File: src/rtl/output_channel_sched.sv
// ---------------------------------------------------------------------------
// output_channel_sched
//
// Output-channel scheduler for a two-virtual-channel link. Four requesters
// compete for a single-flit output slot belonging to the VC selected by
// `polarity`. Each VC has its own slot and its own round-robin pointer. Only
// the current VC's slot and pointer are touched in a given cycle.
//
// Ports
//   clk                 single clock, rising-edge state updates
//   reset               synchronous, active-high; empties both slots and
//                       gives requester 0 first priority on both VCs
//   polarity            current virtual channel (0 = VC0, 1 = VC1)
//   req_0..req_3        requester i has a flit for the current VC
//   data_0..data_3      flit of requester i (valid when req_i = 1)
//   gnt_0..gnt_3        combinational; flit of requester i is taken this edge
//   out_valid           current-VC slot holds a flit
//   out_data            flit held in the current-VC slot
//   out_vc              echoes polarity
//   out_ready           downstream takes out_data this edge when out_valid = 1
// ---------------------------------------------------------------------------
module output_channel_sched #(
  parameter int unsigned DATA_W = 64
) (
  input  logic              clk,
  input  logic              reset,
  input  logic              polarity,
  input  logic              req_0,
  input  logic              req_1,
  input  logic              req_2,
  input  logic              req_3,
  input  logic [DATA_W-1:0] data_0,
  input  logic [DATA_W-1:0] data_1,
  input  logic [DATA_W-1:0] data_2,
  input  logic [DATA_W-1:0] data_3,
  output logic              gnt_0,
  output logic              gnt_1,
  output logic              gnt_2,
  output logic              gnt_3,
  output logic              out_valid,
  output logic [DATA_W-1:0] out_data,
  output logic              out_vc,
  input  logic              out_ready
);

  // Per-VC state, indexed by polarity.
  logic [1:0]             slot_v_q,    slot_v_d;
  logic [1:0][DATA_W-1:0] slot_data_q, slot_data_d;
  logic [1:0][1:0]        ptr_q,       ptr_d;

  logic [3:0]        req_vec;
  logic [3:0]        gnt_vec;
  logic [DATA_W-1:0] data_sel;
  logic              drain;
  logic              accept_en;
  logic              found;
  logic              grant;
  logic [1:0]        win;
  logic [1:0]        cand;

  assign req_vec = {req_3, req_2, req_1, req_0};

  // Output view of the current VC. Gating with reset hides flits that the
  // reset edge is about to discard, so they can never be drained.
  assign out_valid = slot_v_q[polarity] & ~reset;
  assign out_data  = slot_data_q[polarity];
  assign out_vc    = polarity;

  assign drain = out_valid & out_ready;

  // The slot can take a flit if it is empty or is being emptied this edge.
  assign accept_en = ~reset & (~slot_v_q[polarity] | drain);

  // Round-robin search: ptr+1, ptr+2, ptr+3, then ptr itself (offset 4 wraps
  // to 0 in two bits), so the last winner has lowest priority.
  always_comb begin
    found = 1'b0;
    win   = '0;
    cand  = '0;
    for (int unsigned k = 1; k <= 4; k++) begin
      cand = ptr_q[polarity] + k[1:0];
      if (!found && req_vec[cand]) begin
        found = 1'b1;
        win   = cand;
      end
    end
  end

  assign grant = found & accept_en;

  always_comb begin
    gnt_vec = '0;
    if (grant) begin
      gnt_vec[win] = 1'b1;
    end
  end

  assign gnt_0 = gnt_vec[0];
  assign gnt_1 = gnt_vec[1];
  assign gnt_2 = gnt_vec[2];
  assign gnt_3 = gnt_vec[3];

  always_comb begin
    data_sel = data_0;
    unique case (win)
      2'd0: data_sel = data_0;
      2'd1: data_sel = data_1;
      2'd2: data_sel = data_2;
      2'd3: data_sel = data_3;
      default: data_sel = data_0;
    endcase
  end

  // Grant takes precedence over drain: a same-edge drain+grant simply
  // overwrites the slot, keeping valid high with no bubble.
  always_comb begin
    slot_v_d    = slot_v_q;
    slot_data_d = slot_data_q;
    ptr_d       = ptr_q;
    if (grant) begin
      slot_v_d[polarity]    = 1'b1;
      slot_data_d[polarity] = data_sel;
      ptr_d[polarity]       = win;
    end else if (drain) begin
      slot_v_d[polarity] = 1'b0;
    end
  end

  // Pointers reset to 3 on both VCs so requester 0 is searched first.
  always_ff @(posedge clk) begin
    if (reset) begin
      slot_v_q    <= '0;
      slot_data_q <= '0;
      ptr_q       <= '1;
    end else begin
      slot_v_q    <= slot_v_d;
      slot_data_q <= slot_data_d;
      ptr_q       <= ptr_d;
    end
  end

endmodule
File: config.mk
export PLATFORM = sky130hd
export DESIGN_NAME = output_channel_sched
export DESIGN_NICKNAME = d
export VERILOG_FILES = /design/src/rtl/output_channel_sched.sv
export SDC_FILE = /design/constraint.sdc
export NUM_CORES = 1
export LEC_CHECK = 0
export ABC_AREA = 0
export BUFFER_PORTS_ARGS = -buffer_cell sky130_fd_sc_hd__buf_2
export CAP_MARGIN = 25
export CORE_MARGIN = 2
export CORE_UTILIZATION = 30
export DETAILED_ROUTE_END_ITERATION = 8
export GPL_ROUTABILITY_DRIVEN = 0
export GPL_TIMING_DRIVEN = 0
export MAX_ROUTING_LAYER = met4
export PLACE_DENSITY = 0.57
export SKIP_LAST_GASP = 1
export SLEW_MARGIN = 20
export SYNTH_ARGS = -nofsm -noshare
export SYNTH_HDL_FRONTEND = slang
export SYNTH_SLANG_ARGS = --single-unit
File: constraint.sdc
create_clock -name clk -period 2.7 [get_ports clk]
set_input_delay 0.54 -clock clk [delete_from_list [all_inputs] [get_ports clk]]
set_output_delay 0.54 -clock clk [all_outputs]
set_load 0.05 [all_outputs]
======== Word level (Yosys, flattened, before mapping) ========
Cells that the tools add are included.
Widths: inputs -> output; s select.
storage, ports and cells
  flip-flop bits (word level) ............. 134
cells by class
  add/subtract/negate cells ............... 3
  order comparisons ....................... 8
  equality and inequality tests ........... 3
  mux-type cells .......................... 36
  bitwise operators ....................... 10
  reductions and logical operators ........ 10
operators with widths
  kind                 count
  $pmux 64 s4          1
  $mux 64              3
  $bwmux 128           1
  $demux 64 s1         1
  $mux 2               9
  $lt 2x3->1 const B   5
  $mux 1               12
  $bmux 1 s2           4
  $logic_and 1x1->1    5
  $add 2x2->2 const B  2
  $and 1x1->1          4
  $bwmux 4             1
  $eq 2x2->1 const B   2
  $mux 4               1
  $logic_not 1->1      3
  $add 2x1->2 const B  1
  $and 2x2->2          1
  $demux 1 s2          1
  $demux 2 s1          1
  $eq 2x1->1 const B   1
  $ge 2x1->1 const B   1
  $logic_not 2->1      1
  $lt 1x2->1 const B   1
  $not 1->1            2
  6 further kinds      6

======== Longest topological paths before layout ========
  word-level depth ........................ 20
  gate-level depth with buffers ........... 8

======== Least setup slack after synthesis ========
No wires, ideal clock.
  kind .................................... input port to output port
  start point ............................. input polarity
  end point ............................... output gnt_0
  data arrival time ....................... 2,653 ps
  data required time ...................... 2,160 ps
  slack ................................... -493 ps
  cell stages on the path ................. 7
  cell sequence ........................... buf_6 > mux2_4 > o221ai_2 > o21ai_4 > buf_6 > buf_6 > nor3_1
between the ends
  word-level cells in the longest chain between the ends .. 20
  elaborated cells between the ends (all ways) .. 41
  those cells by class .................... add/sub: 3; order compare: 2; mux: 23; bitwise: 6; reduce/logical: 7
ends and longest elaborated chain
  element                                                         RTL line  source
  start: declaration                                              27        input logic polarity,
  $mux 2 (implied by the code) (2 in series)                      81        cand = ptr_q[polarity] + k[1:0];
  $add 2x1->2                                                     81
  $bmux 1 s2                                                      82        if (!found && req_vec[cand]) begin
  $mux 1 (implied by the code)                                    82
  $mux 1                                                          82
  $logic_not 1->1                                                 82
  $logic_and 1x1->1                                               82
  $mux 1                                                          82
  [3 not listed]                                                  -
  $logic_not 1->1                                                 82
  $logic_and 1x1->1                                               82
  $mux 2                                                          82
  $lt 2x3->1 (implied by the code) or $ge 2x1->1 (tied branches)  94        gnt_vec[win] = 1'b1;
  $logic_and 1x1->1 (implied by the code)                         94
  $mux 1 (implied by the code)                                    94
  $demux 1 s2                                                     94
  $mux 4 *                                                        93        if (grant) begin
  end: declaration                                                36        output logic gnt_0,
Mark *: on every way between the ends. The rest lies on a longest branch, timed or not. The select of a mux whose other input is x is not followed.

======== Worst setup path in the final report ========
  start point ............................. input polarity
  end point ............................... output out_data[29]
between the ends
  word-level cells in the longest chain between the ends .. 2
ends and longest elaborated chain
  element                                      RTL line  source
  $mux 64 (implied by the code) (2 in series)  66        assign out_data = slot_data_q[polarity];
  end: declaration                             41        output logic [DATA_W-1:0] out_data,
No other way between the ends. The select of a mux whose other input is x is not followed.

==> flow_summary.html <==
<table>
<tr><th>Metric</th><th>Value</th></tr>
<tr><th colspan="2">Run status</th></tr>
<tr><td>Outcome</td><td>finished clean</td></tr>
<tr><th colspan="2">Setup path</th></tr>
<tr><td>End of the worst register-to-register path</td><td>slot_data_q[62]</td></tr>
<tr><td>R2R setup slack</td><td>0.23 ns</td></tr>
<tr><td>Worst-path fanout max</td><td>19</td></tr>
<tr><td>Endpoint required time on the critical path</td><td>2.16 ns</td></tr>
<tr><td>Startpoint type of the worst setup path</td><td>input port</td></tr>
<tr><td>Arrival time worst endpoint</td><td>2.05 ns</td></tr>
<tr><td>Source of the critical timing path</td><td>polarity</td></tr>
<tr><td>R2R Path Start</td><td>ptr_q[0]</td></tr>
<tr><td>Crit path kind</td><td>input port to output port</td></tr>
<tr><td>Reg2reg path depth</td><td>9</td></tr>
<tr><td>Setup crit end kind</td><td>output port</td></tr>
<tr><th colspan="2">STA</th></tr>
<tr><td>Hold violation total from the final report</td><td>0</td></tr>
<tr><td>Final setup skew</td><td>0.0165 ns</td></tr>
<tr><td>RSZ-0062 raised after global routing</td><td>false</td></tr>
<tr><td>Least-Margin Pin Slew</td><td>0.651 ns</td></tr>
<tr><td>Setup TNS Final</td><td>0 ns</td></tr>
<tr><td>Final Max Tran Viols</td><td>0</td></tr>
<tr><td>Highest attainable clock frequency</td><td>386 MHz</td></tr>
<tr><td>Finish-stage setup viols</td><td>0</td></tr>
<tr><td>Final cycle utilization of the critical path</td><td>96.0%</td></tr>
<tr><td>Headroom to the max-slew limit</td><td>56.6%</td></tr>
<tr><td>Shortest period the worst path allows</td><td>2.59 ns</td></tr>
<tr><th colspan="2">Pwr</th></tr>
<tr><td>Pwr dens</td><td>706 mW/mm2</td></tr>
<tr><td>Worst vdd ir</td><td>0.274 mV</td></tr>
<tr><td>Total Power</td><td>0.00703 W</td></tr>
<tr><td>Lkg Pwr</td><td>4.65 nW</td></tr>
<tr><th colspan="2">Global routing</th></tr>
<tr><td>Largest net degree at the start of global routing</td><td>20</td></tr>
<tr><td>Antenna violations before repair</td><td>0</td></tr>
<tr><td>Remaining global-route overflow</td><td>0</td></tr>
<tr><td>Total routing resource utilization after global routing</td><td>20.1%</td></tr>
<tr><td>Via count of the first global-routing pass</td><td>6,794</td></tr>
<tr><td>Wire length of the first global-routing pass</td><td>37,400 um</td></tr>
<tr><th colspan="2">CTS</th></tr>
<tr><td>Sink Count</td><td>134</td></tr>
<tr><td>Inserted Clock Buffers</td><td>17</td></tr>
<tr><td>Clock root buffer master</td><td>clkbuf_16</td></tr>
<tr><td>Hold_buf cts</td><td>0</td></tr>
<tr><td>CTS H-Tree Depth</td><td>4</td></tr>
<tr><td>Later-pin clock latency in the skew report</td><td>0.42 ns</td></tr>
<tr><td>CTS clk-pin slew, worst paths</td><td>0.07 ns</td></tr>
<tr><td>Clock tree from TritonCTS</td><td>done</td></tr>
<tr><td>Max Root-Sink Buffers</td><td>2</td></tr>
<tr><th colspan="2">Detailed routing</th></tr>
<tr><td>Remaining DRCs</td><td>0</td></tr>
<tr><td>Detailed router's first-iteration violation count</td><td>295</td></tr>
<tr><td>Detailed-router iteration count before antenna repair</td><td>4</td></tr>
<tr><td>Total via count after detailed routing</td><td>7,030</td></tr>
<tr><td>Via density per instance</td><td>5.03</td></tr>
<tr><td>Residual antenna-violating net count after detailed routing</td><td>0</td></tr>
<tr><td>Wire per inst</td><td>18.2 um</td></tr>
<tr><td>Overall routed net length</td><td>25,400 um</td></tr>
<tr><th colspan="2">Min path</th></tr>
<tr><td>Min-delay src</td><td>data_2[9]</td></tr>
<tr><td>Terminating pin of the worst hold path</td><td>slot_data_q[73]</td></tr>
<tr><td>Min-Delay Path Depth</td><td>3</td></tr>
<tr><td>Path category of the worst min-delay check</td><td>input port to flop</td></tr>
<tr><th colspan="2">Floorplanning</th></tr>
<tr><td>Area of the die</td><td>0.0251 mm2</td></tr>
<tr><td>Horizontal extent of the die</td><td>158 um</td></tr>
<tr><td>Die H</td><td>158 um</td></tr>
<tr><td>Initial Util</td><td>30.5%</td></tr>
<tr><td>Placement row count</td><td>56</td></tr>
<tr><td>Floorplan core area</td><td>0.0235 mm2</td></tr>
<tr><td>Io pins</td><td>334</td></tr>
<tr><th colspan="2">Placed design</th></tr>
<tr><td>Number of I/O port buffers</td><td>331</td></tr>
<tr><td>Detailed placer's ending HPWL</td><td>18,900 um</td></tr>
<tr><td>Placed inst area</td><td>0.00922 mm2</td></tr>
<tr><th colspan="2">Layout</th></tr>
<tr><td>Synthesis-to-layout area growth</td><td>39.4%</td></tr>
<tr><td>Fillcell total</td><td>2,347</td></tr>
<tr><td>Post-layout instance area</td><td>0.00997 mm2</td></tr>
<tr><td>Post-layout net count</td><td>1,330</td></tr>
<tr><td>Final antenna diode count</td><td>0</td></tr>
<tr><td>Share of post-route cells with drive strength above 1</td><td>46.4%</td></tr>
<tr><th colspan="2">Logic synthesis</th></tr>
<tr><td>Portion of synthesized cell area occupied by the leading cell type</td><td>37.5%</td></tr>
<tr><td>Adder-cell share of the synthesized area</td><td>0%</td></tr>
<tr><td>Fraction of synthesized cell area in xor and xnor cells</td><td>0%</td></tr>
<tr><td>Combinational family with the most area after synthesis</td><td>multiplexers</td></tr>
<tr><td>Synthesis warning total</td><td>0</td></tr>
<tr><td>Share of the synthesized area in compound gates (AO/OA/AOI/OAI)</td><td>18.3%</td></tr>
<tr><td>Post-Syn Nets</td><td>974</td></tr>
<tr><td>Post-synth top area cell</td><td>dfxtp_1</td></tr>
<tr><td>Mapped Area</td><td>0.00715 mm2</td></tr>
<tr><td>Fraction of the mapped netlist area in simple logic gates</td><td>9.01%</td></tr>
<tr><td>Gate count of the mapped netlist</td><td>710</td></tr>
<tr><td>Cells taking the most area after synthesis</td><td>dfxtp_1 (38%), mux2i_1 (18%), o221ai_1 (16%), mux2_2 (10%), nand2_1 (7.0%)</td></tr>
<tr><td>Multiplexer share of the synthesized area</td><td>28.8%</td></tr>
<tr><td>Synth cell types</td><td>36</td></tr>
<tr><td>Synthesized area per cell</td><td>10.1 um2</td></tr>
<tr><td>Seq/Total Area, Yosys</td><td>37.5%</td></tr>
<tr><td>Count of state elements after synthesis</td><td>134</td></tr>
<tr><th colspan="2">Job</th></tr>
<tr><td>Number of maximum-capacitance violations</td><td>0</td></tr>
</table>
## cells in the mapped netlist
cell and n:
a21oi_2 1, nor4_1 2, o21ai_0 2, or4_4 2
o2111ai_2 1, mux2i_1 129, nor2b_1 2, buf_2 23
mux2_4 1, o211ai_1 3, nand2_1 134, nand3_1 2
buf_6 19, o21ai_4 1, nand2b_1 2, o22ai_2 1
a21oi_1 4, o211a_1 1, clkbuf_1 19, and2_1 2
o221ai_1 128, a22oi_1 1, nand3b_1 1, a21o_1 3
or2_2 1, mux2i_2 1, buf_4 4, dfxtp_1 134
nor3_1 3, mux2i_4 1, nor2_1 8, inv_1 5
o221ai_2 1, mux2_2 64, a211oi_2 2, buf_1 2
## timing repair
action / CTS / global route
buffers inserted: 3 / 5
endpoints found under the setup margin: 21 / 3
pin swaps: 1 / 2
resized for setup: 8 / 15
## metrics by stage
stage | hold slack, ns | utilization [%] | std cells | worst slack (ns)
global route | 0.446 | 42.5 | 1398 | 0.0281
global placement | 0.436 | 39.3 | 1360 | -0.468
floorplan | 0.427 | - | 710 | -0.143
finish | 0.442 | 42.5 | 1398 | 0.107
CTS | 0.437 | 42.1 | 1394 | 0.0212
detailed placement | 0.441 | 39.3 | 1360 | -0.544
## worst max-delay path by stage
stage,end,slack [ns],cells after the start
global placement,out_data[58],-0.47,6
detailed placement,out_data[58],-0.54,6
global route,out_data[9],0.03,5
floorplan,gnt_1,-0.14,8
finish,out_data[29],0.11,5
CTS,gnt_0,0.02,7
## cell families (layout without fill, tap and decap cells)
group	Yosys count	after routing
muxes	196	196
and+or+nand+nor	159	159
AOI/OAI and AO/OA	149	149
DFF	134	134
buffers and inverters	72	441
## cells in the final DEF (no fill, tap or decap), types with 3 or more instances in the layout
master	synthesis	routed
o221ai_1	128	128
buf_4	4	11
mux2_2	64	64
buf_6	19	22
clkinvlp_4	0	4
bufinv_16	0	4
clkbuf_1	19	19
a21o_1	3	3
nand2_1	134	133
o211ai_1	3	3
dfxtp_1	134	131
dfxtp_2	0	3
buf_2	23	350
a21oi_1	4	4
clkbuf_16	0	17
nor2_1	8	6
inv_1	5	5
mux2i_1	129	129
## registers in the layout, summed over array words and instances, names as in the netlist, named ones only
signal	cells
ptr_q	4
slot_data_q	128
## layout make-up
type / instances / area, um2 / area share [%]
sequential: 134 / 2690 / 26.9
clock buffer: 20 / 447 / 4.48
inverter: 5 / 18.8 / 0.188
clock inverter: 12 / 178 / 1.78
buffer: 65 / 433 / 4.34
tap: 319 / 399 / 4.00
multi-input combinational: 504 / 4060 / 40.8
timing repair buffer: 339 / 1750 / 17.5
## metal layers
metal | wire (um) | share of wire, % | global-route usage (%) | vias to the layer above
li1 | - | - | - | 3428
met1 | 11500 | 45 | 24.9 | 3321
met2 | 12400 | 49 | 34.1 | 261
met3 | 1250 | 4.9 | 3.73 | 20
met4 | 315 | 1.2 | 4.55 | 0
met5 | 0 | 0 | - | -
## critical path: stages
cell	delay, ns
buf_6	0.12
buf_6	0.23
clkbuf_1	0.52
mux2_2	0.41
buf_2	0.21
## report_power, final
part           internal [W]  switching, W  total (W)
combinational      0.000824       0.00136    0.00219
clock               0.00157      0.000902    0.00247
sequential          0.00225      0.000128    0.00238
No activity file was read; power rests on OpenSTA's default activity.
